==> config.mk <==
export PLATFORM = sky130hd
export DESIGN_NAME = imem_loader_flat
export DESIGN_NICKNAME = d
export VERILOG_FILES = /design/src/rtl/loader_pkg.sv /design/src/rtl/imem_loader_if.sv /design/src/rtl/byte_packer.sv /design/src/rtl/imem_loader.sv /design/src/flat_wrapper.sv
export SDC_FILE = /design/constraint.sdc
export NUM_CORES = 1
export LEC_CHECK = 0
export CAP_MARGIN = 30
export CORE_MARGIN = 1.5
export CORE_UTILIZATION = 25
export CTS_CLUSTER_SIZE = 10
export DETAILED_ROUTE_END_ITERATION = 10
export GPL_TIMING_DRIVEN = 0
export MAX_ROUTING_LAYER = met4
export PLACE_DENSITY = 0.51
export SLEW_MARGIN = 10
export SYNTH_ARGS = -nofsm -noshare
export SYNTH_HDL_FRONTEND = slang
export SYNTH_SLANG_ARGS = --single-unit
==> constraint.sdc <==
create_clock -name clk -period 3.8 [get_ports clk]
set_input_delay 0.95 -clock clk [delete_from_list [all_inputs] [get_ports clk]]
set_output_delay 0.95 -clock clk [all_outputs]
set_load 0.02 [all_outputs]
==> src/rtl/loader_pkg.sv <==
// loader_pkg: shared FSM state type and byte-framing constant for the instruction-memory loader.
package loader_pkg;
    typedef enum logic [1:0] {S_HDR, S_DATA, S_LAST, S_DONE} ldr_state_t;
    localparam int BYTES_PER_WORD = 4;
endpackage

==> src/rtl/imem_loader_if.sv <==
// imem_loader_if: byte-stream handshake plus inst_mem write port.
//   rx_valid/rx_data : byte source -> loader
//   rx_ready         : loader -> byte source
//   imem_we/addr/wdata : loader -> inst_mem write port
//   master = source/memory side, slave = loader side
interface imem_loader_if;
    logic        rx_valid;
    logic [7:0]  rx_data;
    logic        rx_ready;
    logic        imem_we;
    logic [31:0] imem_addr;
    logic [31:0] imem_wdata;
    modport master (output rx_valid, rx_data, input rx_ready, imem_we, imem_addr, imem_wdata);
    modport slave  (input rx_valid, rx_data, output rx_ready, imem_we, imem_addr, imem_wdata);
endinterface

==> src/rtl/byte_packer.sv <==
// byte_packer: assembles accepted bytes little-endian into 32-bit words.
//   clk, reset  : clock, synchronous active-high reset
//   clr         : drop any partial word
//   in_valid    : a byte is accepted this cycle
//   in_data     : byte value
//   word_valid  : combinational pulse on the 4th byte of a word
//   word        : completed word, valid with word_valid
module byte_packer
    import loader_pkg::*;
(
    input  logic        clk,
    input  logic        reset,
    input  logic        clr,
    input  logic        in_valid,
    input  logic [7:0]  in_data,
    output logic        word_valid,
    output logic [31:0] word
);
    logic [1:0]  cnt;
    logic [23:0] low;
    assign word_valid = in_valid && cnt == 2'(BYTES_PER_WORD - 1);
    assign word = {in_data, low};
    // Shifting right leaves byte 0 in [7:0] once three bytes have arrived.
    always_ff @(posedge clk) begin
        if (reset || clr) begin
            cnt <= '0;
            low <= '0;
        end else if (in_valid) begin
            cnt <= cnt + 2'd1;
            low <= {in_data, low[23:8]};
        end
    end
endmodule

==> src/rtl/imem_loader.sv <==
// imem_loader: boot-time writer streaming a counted little-endian image into inst_mem.
//   clk, reset    : clock, synchronous active-high reset
//   start         : abort/restart from the header
//   bus           : byte stream in, inst_mem write port out
//   core_reset    : holds pc/reg_file in reset until the image is written
//   load_done     : image written, core released
//   load_err      : header count exceeds DEPTH (sticky until start/reset)
//   words_loaded  : words actually written, saturates at DEPTH
module imem_loader
    import loader_pkg::*;
#(
    parameter int DEPTH = 256,
    parameter int CNT_W = $clog2(DEPTH) + 1
) (
    input  logic             clk,
    input  logic             reset,
    input  logic             start,
    imem_loader_if.slave     bus,
    output logic             core_reset,
    output logic             load_done,
    output logic             load_err,
    output logic [CNT_W-1:0] words_loaded
);
    ldr_state_t  state, state_nxt;
    logic [31:0] word_total, word_idx, word;
    logic        accept, word_valid, hdr_word, data_word, wr;
    assign bus.rx_ready = !reset && (state == S_HDR || state == S_DATA);
    // start has priority: a byte offered on the start edge is discarded.
    assign accept    = bus.rx_valid && bus.rx_ready && !start;
    assign hdr_word  = state == S_HDR && word_valid;
    assign data_word = state == S_DATA && word_valid;
    // Words past DEPTH are consumed but never written, so the address never wraps.
    assign wr        = data_word && word_idx < 32'(DEPTH);
    byte_packer u_packer (
        .clk        (clk),
        .reset      (reset),
        .clr        (start),
        .in_valid   (accept),
        .in_data    (bus.rx_data),
        .word_valid (word_valid),
        .word       (word)
    );
    always_comb begin
        state_nxt = state;
        if (start) state_nxt = S_HDR;
        else case (state)
            S_HDR:   if (word_valid) state_nxt = (word == 32'd0) ? S_DONE : S_DATA;
            S_DATA:  if (word_valid && word_idx == word_total - 32'd1) state_nxt = S_LAST;
            S_LAST:  state_nxt = S_DONE;
            default: ;
        endcase
    end
    always_ff @(posedge clk) begin
        if (reset) begin
            state          <= S_HDR;
            word_total     <= '0;
            word_idx       <= '0;
            bus.imem_we    <= 1'b0;
            bus.imem_addr  <= '0;
            bus.imem_wdata <= '0;
            core_reset     <= 1'b1;
            load_done      <= 1'b0;
            load_err       <= 1'b0;
            words_loaded   <= '0;
        end else begin
            state       <= state_nxt;
            // Registered from the next state so release lands the cycle after the final strobe.
            load_done   <= state_nxt == S_DONE;
            core_reset  <= state_nxt != S_DONE;
            bus.imem_we <= wr;
            if (wr) begin
                bus.imem_addr  <= word_idx << 2;
                bus.imem_wdata <= word;
            end
            if (start) begin
                word_idx     <= '0;
                words_loaded <= '0;
                load_err     <= 1'b0;
            end else begin
                if (hdr_word) begin
                    word_total <= word;
                    load_err   <= word > 32'(DEPTH);
                end
                if (data_word) word_idx <= word_idx + 32'd1;
                if (wr) words_loaded <= words_loaded + CNT_W'(1);
            end
        end
    end
endmodule

==> src/flat_wrapper.sv <==
// flat-port wrapper written by rule: the top's interface ports become plain ports
module imem_loader_flat import loader_pkg::*;
#(
    parameter int DEPTH = 256,
    parameter int CNT_W = $clog2(DEPTH) + 1
)
  (clk, reset, start, core_reset, load_done, load_err, words_loaded, bus_rx_valid, bus_rx_data, bus_rx_ready, bus_imem_we, bus_imem_addr, bus_imem_wdata);
  imem_loader_if bus_i ();
  input  logic clk;
  input  logic reset;
  input  logic start;
  output logic core_reset;
  output logic load_done;
  output logic load_err;
  output logic [CNT_W-1:0] words_loaded;
  input wire logic [$bits(bus_i.rx_valid)-1:0] bus_rx_valid;
  input wire logic [$bits(bus_i.rx_data)-1:0] bus_rx_data;
  output wire logic [$bits(bus_i.rx_ready)-1:0] bus_rx_ready;
  output wire logic [$bits(bus_i.imem_we)-1:0] bus_imem_we;
  output wire logic [$bits(bus_i.imem_addr)-1:0] bus_imem_addr;
  output wire logic [$bits(bus_i.imem_wdata)-1:0] bus_imem_wdata;
  assign bus_i.rx_valid = bus_rx_valid;
  assign bus_i.rx_data = bus_rx_data;
  assign bus_rx_ready = bus_i.rx_ready;
  assign bus_imem_we = bus_i.imem_we;
  assign bus_imem_addr = bus_i.imem_addr;
  assign bus_imem_wdata = bus_i.imem_wdata;
  imem_loader #(.DEPTH(DEPTH), .CNT_W(CNT_W)) u_core (.clk(clk), .reset(reset), .start(start), .bus(bus_i), .core_reset(core_reset), .load_done(load_done), .load_err(load_err), .words_loaded(words_loaded));
endmodule
==> results by group, run 1 <==
Timing
  • Final Setup Violations: 0
  • Min Tclk post-route: 3.71 ns
  • Fmax: 269 MHz
  • Unrepaired setup endpoints after global routing: no
  • Fin. Hold Viols: 0
  • Slew Limit Fails: 0
  • Setup Skew: 0.0162 ns
  • Final period util: 97.7%
  • Slew of the pin with the lowest slew margin: 0.861 ns
  • Rel. slew slack: 42.6%

Power and ir drop
  • Final total power: 3.60 mW
  • PD cells: 389 nW/um^2
  • Peak supply drop: 0.000301 V
  • Static Leakage: 3.19 nW

Setup path
  • Max FO, Critical Path: 19
  • WP data arrival: 2.76 ns
  • Crit. Startpoint: reset
  • Crit path launch type: input pin
  • RR Startpoint: u_core.word_total[0]$_SDFFE_PP0P_
  • Crit Path Class: in -> out
  • Req. time, crit path: 2.85 ns
  • Setup crit end kind: primary output

Synthesis
  • Cell Area, Synth: 7260 sq um
  • Sequential area share after synthesis: 46.0%
  • Yosys warning count: 0
  • Top_reg_cell synth: dfxtp_1
  • Post-synth ARST share: 0%
  • Number of synthesized flops with an enable pin: 0
  • Gate Count Post-Synth: 852
  • Syn Area/Cell: 8.52 sq um
  • Seq cells post-synth: 167
  • Post-synthesis cell type count: 57

Routing
  • Vias: 6152
  • Wire per inst: 15.4 um
  • Post-Route WL: 20900 um
  • DRC: 0
  • DRT antenna net count: 0
  • 1st-pass router iterations: 4
  • Starting DRT DRC Count: 367
  • Via/cell ratio: 4.54

Hold path
  • Hold Startpoint: u_core.bus.imem_addr[22]$_SDFFE_PP0P_
  • Hold Crit Class: reg -> reg

Layout
  • Design Area, Final: 9240 sq um
  • Leading cell types in the layout, fill and taps excluded: 167 x dfxtp_1, 147 x nand2_1, 95 x nor2_1
  • Area occupied by registers: 3340 sq um
  • Area growth syn-to-layout: 27.2%
  • FILL cells: 2988
  • Fin nets: 974
  • Multi-input gate area in the final layout: 3700 sq um
  • Proportion of layout cells with a drive suffix above 1: 5.97%
  • Antenna Cells: 0
  • Most common cell after layout, fill and taps aside: dfxtp_1

Global route
  • First-pass GRT wire length: 33300 um
  • Total gr overflow: 0
  • Initial antenna violation count: 0
  • Vias in the first global route: 5902
  • Largest net degree at the start of global routing: 20
  • Total Routing Usage GR: 14.4%

Placed design
  • DPL Wire Length: 15500 um
  • Post-DP Area: 8620 sq um
  • Final Wtd Congestion: 0.853
  • Count of input and output buffers: 87

Clocking
  • H-Tree Depth: 4
  • Clock buffer count from CTS: 17
  • Clk_lat worst skew: 0.43 ns
  • CTS sink count: 167
  • # hold bufs at CTS: 0
  • Clk buf depth: 2
  • CTS tree: done
  • Root Driver: clkbuf_16
  • Clock Pin Slew Worst Setup and Hold Paths: 0.07 ns
  • Postcts setup bufs: 0

Die
  • FP Rows: 62
  • Starting Density: 25.4%
  • Die ar.: 30100 sq um
  • Die Height: 173 um
  • Core area: 28600 sq um
  • Die X: 173 um
  • Io pins: 90

Run
  • # Max-Cap Violations: 0

Status
  • Outcome: complete, no violations
worst max-delay path: stages:
cell             delay, ns
clkdlybuf4s50_1       0.58
clkbuf_2              0.40
nor2_1                0.19
clkdlybuf4s50_1       0.63
Yosys cell counts (6+ instances only):
cell      count  area share, %
and2_1       28            2.4
inv_1         6           0.31
or3_1        12            1.0
nor4_1       24            2.1
o21ai_0      14           0.96
nand3_1      16            1.1
buf_2         6           0.41
xnor2_1      40            4.8
nand4_1      18            1.6
mux2i_1      45            6.2
nor3_1       14           0.96
and3_1        8           0.69
clkbuf_1     40            2.1
xor2_1       32            3.9
a21oi_1      71            4.9
nor2_1       95            4.9
dfxtp_1     167             46
nand2_1     147            7.6
metrics by stage:
stage                     hold slack [ns]  cells  TNS (ns)  setup slack, ns  utilization [%]
after global placement              0.443   1324    -70.21            -1.08             30.1
after CTS                           0.467   1355         0          0.00926             32.2
after floorplan                     0.440    853         0            0.737                -
after global routing                0.483   1355         0         0.000495             32.3
final                               0.463   1355         0           0.0882             32.3
after detailed placement            0.443   1324    -72.15            -1.09             30.1
final cells by class:
type	count	area share (%)
plain buffers	51	2.41
clock buffers	17	4.61
clock inverters	15	1.84
inverters	6	0.244
multi-input cells	627	40.0
flip-flops and latches	167	36.2
well taps	384	5.20
repair buffers	88	9.48
repair_timing:
item	in CTS	in global routing
gates resized for setup	5	2
gates cloned	0	0
pin swaps	0	0
endpoints found under the setup margin	83	6
registers in the layout, indices dropped and copies added (netlist names):
signal	cells
u_core.word_total	32
u_core.bus.imem_we	1
u_core.word_idx	32
u_core.state	2
u_core.bus.imem_wdata	32
u_core.u_packer.low	24
u_core.load_done	1
u_core.load_err	1
u_core.bus.imem_addr	30
u_core.core_reset	1
u_core.words_loaded	9
u_core.u_packer.cnt	2
routing by layer:
metal	wire length, um	GRT usage [%]	up-vias	part of all wire (%)
met5	0	-	-	0
met4	427	4.86	0	2.0
met3	690	2.54	31	3.3
met2	9810	23.0	115	47
met1	9970	18.5	2882	48
li1	-	-	3124	-
logic make-up (layout without fill, tap and decap cells):
group | count (synthesis) | after routing | share of synthesized area, %
AOI/OAI and AO/OA | 111 | 111 | 8.67
other | 1 | 2 | 0.0516
DFF | 167 | 167 | 46.0
buffers and inverters | 59 | 177 | 3.38
muxes | 45 | 45 | 6.20
xor gates and xnor gates | 72 | 72 | 8.68
adders and majority gates | 4 | 4 | 0.689
and+or+nand+nor | 393 | 393 | 26.3
path summary, 6_finish.rpt:
check | endpoint | slack, ns | cells after the start
setup / recovery | bus_rx_ready | 0.09 | 4
hold / removal | u_core.bus.imem_addr[22]$_SDFFE_PP0P_ | 0.46 | 1
setup reg to reg | u_core.state[0]$_SDFF_PP0_ | 0.67 | 9
hold reg to reg | u_core.bus.imem_addr[22]$_SDFFE_PP0P_ | 0.46 | 1
power breakdown:
| part | switching [mW] | internal (mW) |
|---|---|---|
| clock | 0.859 | 0.892 |
| combinational | 0.0623 | 0.0251 |
| sequential | 0.00722 | 1.75 |
| total | 0.928 | 2.67 |
No activity file was read; power rests on OpenSTA's default activity.
==> run 2: changes to the inputs <==
--- a/config.mk
+++ b/config.mk
@@ -13,6 +13,7 @@
 export GPL_TIMING_DRIVEN = 0
 export MAX_ROUTING_LAYER = met4
 export PLACE_DENSITY = 0.51
+export SKIP_CTS_REPAIR_TIMING = 1
 export SLEW_MARGIN = 10
 export SYNTH_ARGS = -nofsm -noshare
 export SYNTH_HDL_FRONTEND = slang
==> results by group, run 2 (same netlist as run 1, synthesis figures left out) <==
Hold path
  • Hold Path Sink: u_core.bus.imem_addr[22]$_SDFFE_PP0P_
  • Hold Startpoint: u_core.bus.imem_addr[22]$_SDFFE_PP0P_
  • WHS Path Cells: 1 (unchanged)
  • Hold Crit Class: reg -> reg

Global route
  • Initial antenna violation count: 0 (unchanged)
  • Total Routing Usage GR: 14.4% (-0.015 points)
  • Total gr overflow: 0 (unchanged)
  • Vias in the first global route: 5905 (+0.051%)
  • First-pass GRT wire length: 33300 um (about the same)
  • Largest net degree at the start of global routing: 20 (unchanged)

Routing
  • 1st-pass router iterations: 4 (unchanged)
  • DRT antenna net count: 0 (unchanged)
  • Post-Route WL: 20900 um (about the same)
  • Via/cell ratio: 4.55 (+0.29%)
  • Vias: 6170 (+0.29%)
  • Starting DRT DRC Count: 417 (+14%)
  • Wire per inst: 15.4 um (about the same)
  • DRC: 0 (unchanged)

Die
  • Die Height: 173 um (unchanged)
  • FP Rows: 62 (unchanged)
  • Core area: 28600 sq um (unchanged)
  • Io pins: 90 (unchanged)
  • Starting Density: 25.4% (unchanged)
  • Die X: 173 um (unchanged)
  • Die ar.: 30100 sq um (unchanged)

Setup path
  • Worst path max stage delay: 0.64 ns (about the same)
  • Reg2Reg Setup Slack: 0.66 ns (about the same)
  • Setup crit end kind: primary output
  • WP data arrival: 2.76 ns (about the same)
  • RR Startpoint: u_core.word_total[0]$_SDFFE_PP0P_
  • Most common cell on crit path: clkdlybuf4s50_1
  • R2r endpoint: u_core.state[0]$_SDFF_PP0_
  • Crit-path slowest cell: clkdlybuf4s50_1
  • Register-to-Register Path Depth: 9 (unchanged)
  • Max FO, Critical Path: 19 (unchanged)
  • Crit Path Class: in -> out
  • CP top delay family: buffers and inverters
  • Cell Chain, Critical Path: clkdlybuf4s50_1 > clkbuf_2 > nor2_1 > clkdlybuf4s50_1
  • CP Buf/Inv Count: 3 (unchanged)
  • Crit path launch type: input pin
  • Req. time, crit path: 2.85 ns (about the same)

Layout
  • Most common cell after layout, fill and taps aside: dfxtp_1
  • Leading cell types in the layout, fill and taps excluded: 167 x dfxtp_1, 147 x nand2_1, 95 x nor2_1
  • Fin nets: 974 (unchanged)
  • Proportion of layout cells with a drive suffix above 1: 5.97% (unchanged)
  • Area growth syn-to-layout: 27.2% (about the same)
  • Antenna Cells: 0 (unchanged)
  • Largest regs: u_core.bus.imem_wdata: 32 flops, u_core.word_idx: 32 flops, u_core.word_total: 32 flops

Power and ir drop
  • Static Leakage: 3.19 nW (about the same)
  • PD cells: 389 nW/um^2 (about the same)
  • Peak supply drop: 0.000300 V (-0.53%)
  • Final total power: 3.60 mW (about the same)

Timing
  • Fmax: 269 MHz (about the same)
  • Setup Skew: 0.0146 ns (-0.00166 ns)
  • Min Tclk post-route: 3.71 ns (+0.00184 ns)
  • Final Setup Violations: 0 (unchanged)
  • Fin. Hold Viols: 0 (unchanged)
  • Slew of the pin with the lowest slew margin: 0.869 ns (+0.00783 ns)
  • Final TNS setup: 0 ns (unchanged)
  • Slew Limit Fails: 0 (unchanged)
  • Final period util: 97.7% (about the same)
  • Rel. slew slack: 42.1% (-0.52 points)

Run
  • # Max-Cap Violations: 0 (unchanged)

Clocking
  • CTS sink count: 167 (unchanged)
  • H-Tree Depth: 4 (unchanged)
  • Clk_lat worst skew: 0.43 ns (about the same)
  • Clock buffer count from CTS: 17 (unchanged)
  • CTS tree: done
  • Clock Pin Slew Worst Setup and Hold Paths: 0.07 ns (about the same)
  • Root Driver: clkbuf_16
  • Clk buf depth: 2 (unchanged)

Placed design
  • DPL Wire Length: 15500 um (unchanged)
  • Final Wtd Congestion: 0.853 (unchanged)
  • Count of input and output buffers: 87 (unchanged)

Status
  • Outcome: complete, no violations
==> run 2: cell types whose count changed in the layout (fill, tap and decap cells not counted), sizes merged <==
cell    before  now
buf         11   10
clkbuf      58   59
==> run 2: metrics by stage <==
step	worst slack [ns]	util [%]	hold slack (ns)	area, sq um	instances
5_1_grt	-0.00874	32.3	0.483	9240	1355
3_3_place_gp	-1.08	30.1	0.443	8620	1324
4_1_cts	-0.645	32.2	0.467	9210	1356
6_report	0.0863	32.3	0.463	9240	1355
2_1_floorplan	0.737	-	0.440	7270	853
3_5_place_dp	-1.09	30.1	0.443	8620	1324
==> run 2: report_power, final <==
part	internal (mW)	switching, mW
Combinational	0.0251	0.0626
Clock	0.892	0.858
Sequential	1.75	0.00733
==> run 2: area by class of cell <==
class / count / area [sq um]
plain buffers: 51 / 225
inverters: 6 / 22.5
multi-input cells: 627 / 3700
clock buffers: 17 / 425
flip-flops and latches: 167 / 3340
clock inverters: 15 / 170
fillers: 2987 / 19400
well taps: 384 / 480
repair buffers: 88 / 876
==> run 2: worst reg2reg max path: cells and delay by family, from the launching register on <==
family / cells / cell delay [ns]
and+or+nand+nor: 4 / 1.91
xor gates and xnor gates: 1 / 0.20
DFF: 1 / 0.36
AOI/OAI and AO/OA: 2 / 0.31
buffers and inverters: 1 / 0.08
adders and majority gates: 1 / 0.19
==> run 2: worst max-delay path by stage <==
stage	startpoint	slack, ns	to	cells past startpoint
floorplan	start	0.74	u_core.word_idx[25]$_SDFFE_PP0P_	8
global placement	reset	-1.08	u_core.bus.imem_wdata[30]$_SDFFE_PP0P_	9
detailed placement	reset	-1.09	u_core.bus.imem_addr[2]$_SDFFE_PP0P_	9
CTS	reset	-0.65	u_core.bus.imem_wdata[28]$_SDFFE_PP0P_	9
global route	reset	-0.009	bus_rx_ready	4
finish	reset	0.09	bus_rx_ready	4
==> run 2: per-layer routing <==
layer	wire (um)	track usage (%)	up-vias
met1	10100	18.4	2901
met5	0	-	-
li1	-	-	3126
met3	575	2.54	30
met4	427	4.86	0
met2	9840	22.9	113
==> run 3: changes to the inputs <==
--- a/config.mk
+++ b/config.mk
@@ -10,9 +10,10 @@
 export CORE_UTILIZATION = 25
 export CTS_CLUSTER_SIZE = 10
 export DETAILED_ROUTE_END_ITERATION = 10
+export DONT_BUFFER_PORTS = 1
 export GPL_TIMING_DRIVEN = 0
 export MAX_ROUTING_LAYER = met4
-export PLACE_DENSITY = 0.51
+export PLACE_DENSITY = 0.47
 export SKIP_CTS_REPAIR_TIMING = 1
 export SLEW_MARGIN = 10
 export SYNTH_ARGS = -nofsm -noshare
==> results by group, run 3 (same netlist as run 1, synthesis figures left out) <==
Layout
  • Most common cell after layout, fill and taps aside: dfxtp_1
  • Antenna Cells: 0 (unchanged)
  • Area occupied by registers: 3340 sq um (unchanged)
  • Largest regs: u_core.bus.imem_wdata: 32 flops, u_core.word_idx: 32 flops, u_core.word_total: 32 flops
  • Leading cell types in the layout, fill and taps excluded: 167 x dfxtp_1, 147 x nand2_1, 95 x nor2_1
  • Fin nets: 889 (-8.7%)
  • Multi-input gate area in the final layout: 3680 sq um (-0.37%)
  • FILL cells: 3062 (+2.5%)
  • Proportion of layout cells with a drive suffix above 1: 6.21% (+0.23 points)
  • Area growth syn-to-layout: 15.0%

Routing
  • Post-Route WL: 20800 um (-0.50%)
  • DRC: 0 (unchanged)
  • Starting DRT DRC Count: 355 (-15%)
  • Via/cell ratio: 4.61 (+1.3%)
  • Vias: 5860 (-5.0%)
  • 1st-pass router iterations: 4 (unchanged)
  • DRT antenna net count: 0 (unchanged)
  • Wire per inst: 16.4 um (+6.2%)

Timing
  • Unrepaired setup endpoints after global routing: no
  • Final Setup Violations: 0 (unchanged)
  • Fin. Hold Viols: 0 (unchanged)
  • Fmax: 293 MHz (+8.7%)
  • Final hold slack: 0.467 ns (+0.00480 ns)
  • Slew of the pin with the lowest slew margin: 0.787 ns (-0.0824 ns)
  • Min Tclk post-route: 3.42 ns (-0.296 ns)
  • Rel. slew slack: 47.5% (+5.5 points)
  • Slew Limit Fails: 0 (unchanged)
  • Setup Skew: 0.0129 ns (-0.00169 ns)
  • Final period util: 89.9% (-7.8 points)

Setup path
  • RR Startpoint: u_core.u_packer.cnt[0]$_SDFFE_PP0P_
  • Crit path launch type: input pin
  • WP data arrival: 3.71 ns (+0.95 ns)
  • Setup crit end kind: flop
  • Req. time, crit path: 4.09 ns (+1.24 ns)
  • Max FO, Critical Path: 10 (-9)
  • Register-to-Register Path Depth: 9 (unchanged)
  • R2r endpoint: u_core.bus.imem_wdata[29]$_SDFFE_PP0P_
  • Reg2Reg Setup Slack: 0.40 ns (-0.26 ns)
  • Crit Path Class: in -> reg

Die
  • Die Height: 173 um (unchanged)
  • Core area: 28600 sq um (unchanged)
  • Io pins: 90 (unchanged)
  • FP Rows: 62 (unchanged)
  • Die X: 173 um (unchanged)
  • Die ar.: 30100 sq um (unchanged)
  • Starting Density: 25.4% (unchanged)

Power and ir drop
  • PD cells: 431 nW/um^2 (+11%)
  • Final total power: 3.60 mW (about the same)
  • Static Leakage: 2.88 nW (-9.5%)
  • Peak supply drop: 0.000324 V (+8.2%)

Global route
  • Initial antenna violation count: 0 (unchanged)
  • Largest net degree at the start of global routing: 17 (-15%)
  • Total Routing Usage GR: 14.5% (+0.12 points)
  • First-pass GRT wire length: 32900 um (-1.1%)
  • Total gr overflow: 0 (unchanged)
  • Vias in the first global route: 5658 (-4.2%)

Clocking
  • H-Tree Depth: 4 (unchanged)
  • CTS tree: done
  • Clk buf depth: 2 (unchanged)
  • Clock buffer count from CTS: 17 (unchanged)
  • Clk_lat worst skew: 0.44 ns (about the same)
  • Clock Pin Slew Worst Setup and Hold Paths: 0.07 ns (about the same)
  • CTS sink count: 167 (unchanged)
  • Root Driver: clkbuf_16

Run
  • # Max-Cap Violations: 0 (unchanged)

Hold path
  • WHS Path Cells: 2 (+1)
  • Hold Startpoint: u_core.u_packer.cnt[1]$_SDFFE_PP0P_
  • Hold Crit Class: reg -> reg
  • Hold Path Sink: u_core.u_packer.cnt[1]$_SDFFE_PP0P_

Placed design
  • Count of input and output buffers: 0 (-100%)
  • Final Wtd Congestion: 0.894 (+4.8%)
  • DPL Wire Length: 15500 um (-0.30%)

Status
  • Outcome: complete, no violations
run 3: report_power, final:
part	internal [mW]	leakage (nW)	total [mW]	switching [mW]
combinational	0.0142	1.24	0.0655	0.0513
sequential	1.75	1.35	1.76	0.00739
clock	0.985	0.296	1.77	0.787
total	2.75	2.88	3.60	0.845
run 3: area by class of cell:
cell class                 count  area share (%)
sequential                   167            40.0
clock inverter                15            2.01
buffer                        53            2.67
tap                          384            5.75
multi-input combinational    627            44.1
timing repair buffer           1          0.0599
clock buffer                  17            5.09
inverter                       6           0.270
run 3: worst max-delay path by stage:
stage                                              from                                      to  slack [ns]  cells after the start
CTS                 u_core.u_packer.cnt[0]$_SDFFE_PP0P_    u_core.bus.imem_addr[4]$_SDFFE_PP0P_       0.003                      9
global route        u_core.u_packer.cnt[0]$_SDFFE_PP0P_  u_core.bus.imem_wdata[28]$_SDFFE_PP0P_        0.06                      9
finish                                            start  u_core.bus.imem_wdata[29]$_SDFFE_PP0P_        0.38                      8
detailed placement                         bus_rx_valid    u_core.bus.imem_addr[4]$_SDFFE_PP0P_       -0.42                      8
floorplan                                         start        u_core.word_idx[25]$_SDFFE_PP0P_        0.74                      8
global placement                           bus_rx_valid  u_core.bus.imem_wdata[28]$_SDFFE_PP0P_       -0.45                      8
run 3: per-stage QoR:
step / setup slack (ns) / std cells / util [%] / TNS [ns] / cell area (sq um)
3_5_place_dp: -0.425 / 1238 / 27.1 / -16.20 / 7750
4_1_cts: 0.00271 / 1270 / 29.2 / 0 / 8340
2_1_floorplan: 0.737 / 853 / - / 0 / 7270
3_3_place_gp: -0.448 / 1237 / 27.1 / -18.64 / 7750
5_1_grt: 0.0633 / 1270 / 29.2 / 0 / 8350
6_report: 0.382 / 1270 / 29.2 / 0 / 8350
run 3: critical path, stage by stage:
cell,delay (ns)
nor4bb_2,0.52
and2_1,0.20
clkbuf_1,0.32
and4b_1,0.38
clkbuf_1,0.52
buf_2,0.52
mux2i_1,0.23
nor2_1,0.05
run 3: routing by layer:
metal | routed length [um] | up-vias | track usage [%]
li1 | - | 2948 | -
met1 | 9910 | 2802 | 18.3
met2 | 9850 | 91 | 23.5
met3 | 808 | 19 | 2.92
met4 | 252 | 0 | 4.28
met5 | 0 | - | -
==> edit 1, RTL diff (settings of run 3) <==
`DEPTH` is set to 256 in 2 places; all go to 128.
--- a/src/rtl/imem_loader.sv
+++ b/src/rtl/imem_loader.sv
@@ -10,5 +10,5 @@
     import loader_pkg::*;
 #(
-    parameter int DEPTH = 256,
+    parameter int DEPTH = 128,
     parameter int CNT_W = $clog2(DEPTH) + 1
 ) (
--- a/src/flat_wrapper.sv
+++ b/src/flat_wrapper.sv
@@ -2,5 +2,5 @@
 module imem_loader_flat import loader_pkg::*;
 #(
-    parameter int DEPTH = 256,
+    parameter int DEPTH = 128,
     parameter int CNT_W = $clog2(DEPTH) + 1
 )
Ports: changed (resized words_loaded); port bits go from 90 to 89. No check against the original RTL was run, so the function may have changed too.
==> edit 1 against run 3 <==
Synthesized cell count is 4.9% higher. First-iteration DRC count is 7.6% lower. Area after synthesis is 1.5% lower. Routed wire length is 5.2% lower. Power is 1.2% higher. Design area is 0.84% lower. Final cell count is 2.9% higher. Worst setup slack worse by 0.092 ns. Critical endpoint is now u_core.state[0]$_SDFF_PP0_. Global-route usage is 0.23 points lower. Register-to-register slack worse by 0.11 ns. Largest power group unchanged. Sequential cell count is 1 lower.
==> edit 1: results (changes against run 3) <==
Synthesis
  – Synthesized instance count: 894 (was 852)
  – XOR/XNOR Fraction of Synth Area: 9.43% (was 8.68%)
  – Post-synthesis compound-gate area fraction: 10.8% (was 8.67%)
  – Largest cells by area after synthesis: dfxtp_1, nand2_1, a21oi_1 (was dfxtp_1, nand2_1, mux2i_1)
  – Distinct cells, synth: 58 (was 57)
  – Adder-Cell Fraction of Synth Area: 0.700% (was 0.689%)
  – Mux cell area share after synthesis: 0.437% (was 6.20%)
  – Commonest cells post-synth: nand2_1, dfxtp_1, a21oi_1 (was dfxtp_1, nand2_1, nor2_1)

STA
  – Final min period: 3.51 ns (was 3.42 ns)
  – Clk_skew: 0.0169 ns (was 0.0129 ns)
  – Hold Worst Slack: 0.459 ns (was 0.467 ns)
  – Worst slew pin tran: 0.799 ns (was 0.787 ns)

Setup path
  – CP Class: flip-flop to flip-flop (was input pin to flip-flop)
  – Largest delay contributor family on the critical path: simple AND/OR/NAND/NOR gates (was buffers and inverters)
  – Slowest stage cell, crit path: or4_1 (was nor4bb_2)
  – CP max stage delay: 0.57 ns (was 0.52 ns)
  – Worst flop-to-flop path startpoint: u_core.word_total[0]$_SDFFE_PP0P_ (was u_core.u_packer.cnt[0]$_SDFFE_PP0P_)
  – Worst R2R Path Depth: 10 (was 9)

Placement
  – Placer Congestion: 0.779 (was 0.894)
  – Detailed placer's ending HPWL: 14.8 mm (was 15.5 mm)
  – DP Cell Count: 1275 (was 1238)
  – Cell Area, Placed: 7650 µm² (was 7750 µm²)
  – Place WS: 0.0437 ns (was -0.425 ns)

Finish
  – Final nets: 932 (was 889)
  – Filler cell count: 3043 (was 3062)
  – Fraction of layout cells with a size suffix above 1: 4.63% (was 6.21%)

Global route
  – GRT Resource Usage Total: 14.3% (was 14.5%)
  – Grt met3 use: 3.11% (was 2.92%)
  – First-pass GRT wire length: 31.5 mm (was 32.9 mm)
  – GRT met1 Usage: 17.2% (was 18.3%)
  – Grt met2 use: 23.5% (about the same)
  – Number of global-route vias before repair: 5689 (was 5658)

Route
  – Avg WL per Cell: 15.1 µm (was 16.4 µm)
  – Met2 wire len: 9.55 mm (was 9.85 mm)
  – WL met3: 679 µm (was 808 µm)
  – Via count: 5854 (was 5860)
  – Initial DRC count: 328 (was 355)
  – Via density: 4.48 (was 4.61)

Clock network
  – Clk_lat worst skew: between 0.4 and 0.5 ns
  – Worst-path clk slew: 0.07 ns (about the same)

Outcome
  – Status: completed (unchanged)

Pwr
  – Peak supply drop: 0.311 mV (was 0.324 mV)
  – Cell Int Power: 2.82 mW (was 2.75 mW)
  – Leak: 2.81 nW (was 2.88 nW)
==> edit 1: cell count changes in the layout (fill, tap and decap cells not counted), moves of 4 or more <==
cell / run 3 / this run
buf_2: 7 / 1
or3_1: 12 / 8
o21ai_0: 14 / 4
xor2_1: 32 / 39
clkbuf_1: 40 / 57
a21oi_1: 71 / 109
nand2_1: 147 / 227
mux2i_1: 45 / 2
nor2_1: 95 / 61
==> edit 1: final cells by class <==
cell class	count	area (µm²)	share of cell area [%]
Multi-Input combinational cell	663	3600	43.5
Clock inverter	13	185	2.24
Sequential cell	166	3320	40.1
Clock buffer	19	433	5.23
Buffer	59	229	2.77
Inverter	7	26.3	0.317
Tap cell	378	473	5.71
Timing Repair Buffer	2	12.5	0.151
==> edit 1: power groups by stage <==
stage	Combinational, mW	Sequential, mW	Clock, mW
floorplan	0.0448	1.79	0
global placement	0.0677	1.79	0
detailed placement	0.0680	1.79	0
CTS	0.0683	1.75	1.87
global route	0.0737	1.75	1.94
finish	0.0662	1.75	1.82
==> edit 2, RTL diff (settings of run 3) <==
Without the edit above. The 4 states of `ldr_state_t` get a Gray code encoding in 2 bits.
--- a/src/rtl/loader_pkg.sv
+++ b/src/rtl/loader_pkg.sv
@@ -1,5 +1,5 @@
 // loader_pkg: shared FSM state type and byte-framing constant for the instruction-memory loader.
 package loader_pkg;
-    typedef enum logic [1:0] {S_HDR, S_DATA, S_LAST, S_DONE} ldr_state_t;
+    typedef enum logic [1:0] {S_HDR = 2'b00, S_DATA = 2'b01, S_LAST = 2'b11, S_DONE = 2'b10} ldr_state_t;
     localparam int BYTES_PER_WORD = 4;
 endpackage
Check against the original RTL: same outputs for any inputs over 4 cycles, from zero or initial values and one cycle with reset high; so few cycles prove little.
==> edit 2 against run 3 <==
Design area decreased by 0.93%. Power decreased by 0.29%. Sequential power about the same. Worst setup slack improved by 0.11 ns. Area after synthesis decreased by 0.83%. Critical endpoint is now u_core.bus.imem_wdata[31]$_SDFFE_PP0P_. Non-clock buffer count decreased by 1. Sequential cell count unchanged. Routed wire length decreased by 5.5%.
==> edit 2: results (changes against run 3) <==
Outcome
  – Status: completed (unchanged)

Clock network
  – H-tree depth: 4 (unchanged)
  – Worst-path clk slew: 0.07 ns (about the same)
  – CTS root buffer: clkbuf_16 (unchanged)
  – Clk_lat worst skew: 0.44 ns (about the same)
  – CTS buffer count: 17 (unchanged)
  – Maximum buffer depth of the clock tree: 2 (unchanged)

Placement
  – Detailed placer's ending HPWL: 14.4 mm (was 15.5 mm)
  – Buffers added on ports: 0 (unchanged)
  – Placer Congestion: 0.809 (was 0.894)

Route
  – 1st-pass router iterations: 4 (unchanged)
  – Post-Route WL: 19.7 mm (was 20.8 mm)
  – Via count: 5745 (was 5860)
  – Initial DRC count: 309 (was 355)

Min path
  – HP Class: flip-flop to flip-flop (unchanged)

Synthesis
  – Commonest cells post-synth: dfxtp_1, nand2_1, nor2_1 (unchanged)
  – Largest cells by area after synthesis: dfxtp_1, nand2_1, mux2i_1 (unchanged)
  – Distinct cells, synth: 54 (was 57)
  – Ys async rst share: 0% (unchanged)
  – Synth warn: 0 (unchanged)
  – Synthesized flop and latch total: 167 (unchanged)
  – Post-synthesis sequential area ratio: 46.4% (was 46.0%)

Global route
  – Number of global-route vias before repair: 5632 (was 5658)
  – Largest net degree at the start of global routing: 17 (unchanged)
  – First-pass GRT wire length: 31.7 mm (was 32.9 mm)
  – Initial antenna violation count: 0 (unchanged)
  – GRT Resource Usage Total: 13.9% (was 14.5%)

Setup path
  – Crit-path max FO: 10 (unchanged)
  – Worst EP arrival: 3.60 ns (was 3.71 ns)

Pwr
  – Leak: 2.76 nW (was 2.88 nW)
  – Peak supply drop: 0.325 mV (was 0.324 mV)

STA
  – Clk_skew: 0.0146 ns (was 0.0129 ns)
  – Rel. slew slack: 36.9% (was 47.5%)

Finish
  – Fraction of layout cells with a size suffix above 1: 5.35% (was 6.21%)
  – Diodes inserted: 0 (unchanged)
  – Largest registers: u_core.bus.imem_wdata x32, u_core.word_idx x32, u_core.word_total x32 (unchanged)
  – Final nets: 881 (was 889)
  – Filler cell count: 3110 (was 3062)
==> edit 2: cell count changes in the layout (fill, tap and decap cells not counted), moves of 3 or more <==
cell,change
buf_2,-5
a21oi_1,+3
or3_1,+5
a31oi_1,-3
clkbuf_1,+4
nand2_1,-12
and2_1,-4
nand3_1,+5
nand2b_1,+5
==> edit 2: worst max-delay path, cell delays in order <==
cell	delay (ns)
nor2_1	0.50
nand4_1	0.15
nor2_1	0.32
buf_1	0.58
buf_1	0.77
mux2i_1	0.26
nor2_1	0.06
==> edit 2: routing by layer <==
layer / up-vias / global-route usage (%) / part of all wire, %
li1: 2935 / - / -
met1: 2694 / 17.8 / 49
met2: 98 / 21.8 / 46
met3: 18 / 3.17 / 4.1
met4: 0 / 4.38 / 0.91
met5: - / - / 0
==> edit 2: final cells by class <==
class | instances | share of cell area, %
Tap cell | 378 | 5.72
Clock inverter | 13 | 1.77
Clock buffer | 19 | 5.35
Timing Repair Buffer | 1 | 0.0605
Inverter | 8 | 0.363
Multi-Input combinational cell | 618 | 43.8
Sequential cell | 167 | 40.4
Buffer | 52 | 2.56
==> edit 2: path summary, 6_finish.rpt <==
check	startpoint	to	slack [ns]	cells after the start
worst min-delay path	u_core.u_packer.cnt[1]$_SDFFE_PP0P_	u_core.u_packer.cnt[1]$_SDFFE_PP0P_	0.46	2
worst min register to register	u_core.u_packer.cnt[1]$_SDFFE_PP0P_	u_core.u_packer.cnt[1]$_SDFFE_PP0P_	0.46	2
worst max-delay path	start	u_core.bus.imem_wdata[31]$_SDFFE_PP0P_	0.49	7
worst max register to register	u_core.word_total[0]$_SDFFE_PP0P_	u_core.state[1]$_SDFF_PP0_	0.55	9
==> edit 2: power by group <==
group | total [mW] | switching (mW) | internal (mW)
sequential | 1.76 | 0.00730 | 1.75
clock | 1.76 | 0.765 | 0.995
combinational | 0.0667 | 0.0526 | 0.0141
total | 3.59 | 0.824 | 2.76
==> edit 2: metrics by stage <==
step	power (mW)	area, µm²	setup TNS, ns	instances	setup WS [ns]
floorplan	1.84	7210	0	845	1.07
global placement	1.87	7680	-0.787	1223	-0.0830
detailed placement	1.87	7680	-0.853	1224	-0.0956
CTS	3.63	8270	0	1256	0.366
global route	3.70	8270	0	1256	0.290
finish	3.59	8270	0	1256	0.490
==> edit 2: kinds of logic (layout without fill, tap and decap cells) <==
| family | count (synthesis) | count (layout) | synth area share (%) |
|---|---|---|---|
| compound gates | 109 | 109 | 8.51 |
| fa+ha+maj | 4 | 4 | 0.695 |
| xor+xnor | 71 | 71 | 8.63 |
| other cells | 1 | 2 | 0.0521 |
| flops | 167 | 167 | 46.4 |
| simple gates | 389 | 389 | 26.4 |
| mux | 43 | 43 | 5.98 |
| buf+inv | 60 | 93 | 3.35 |
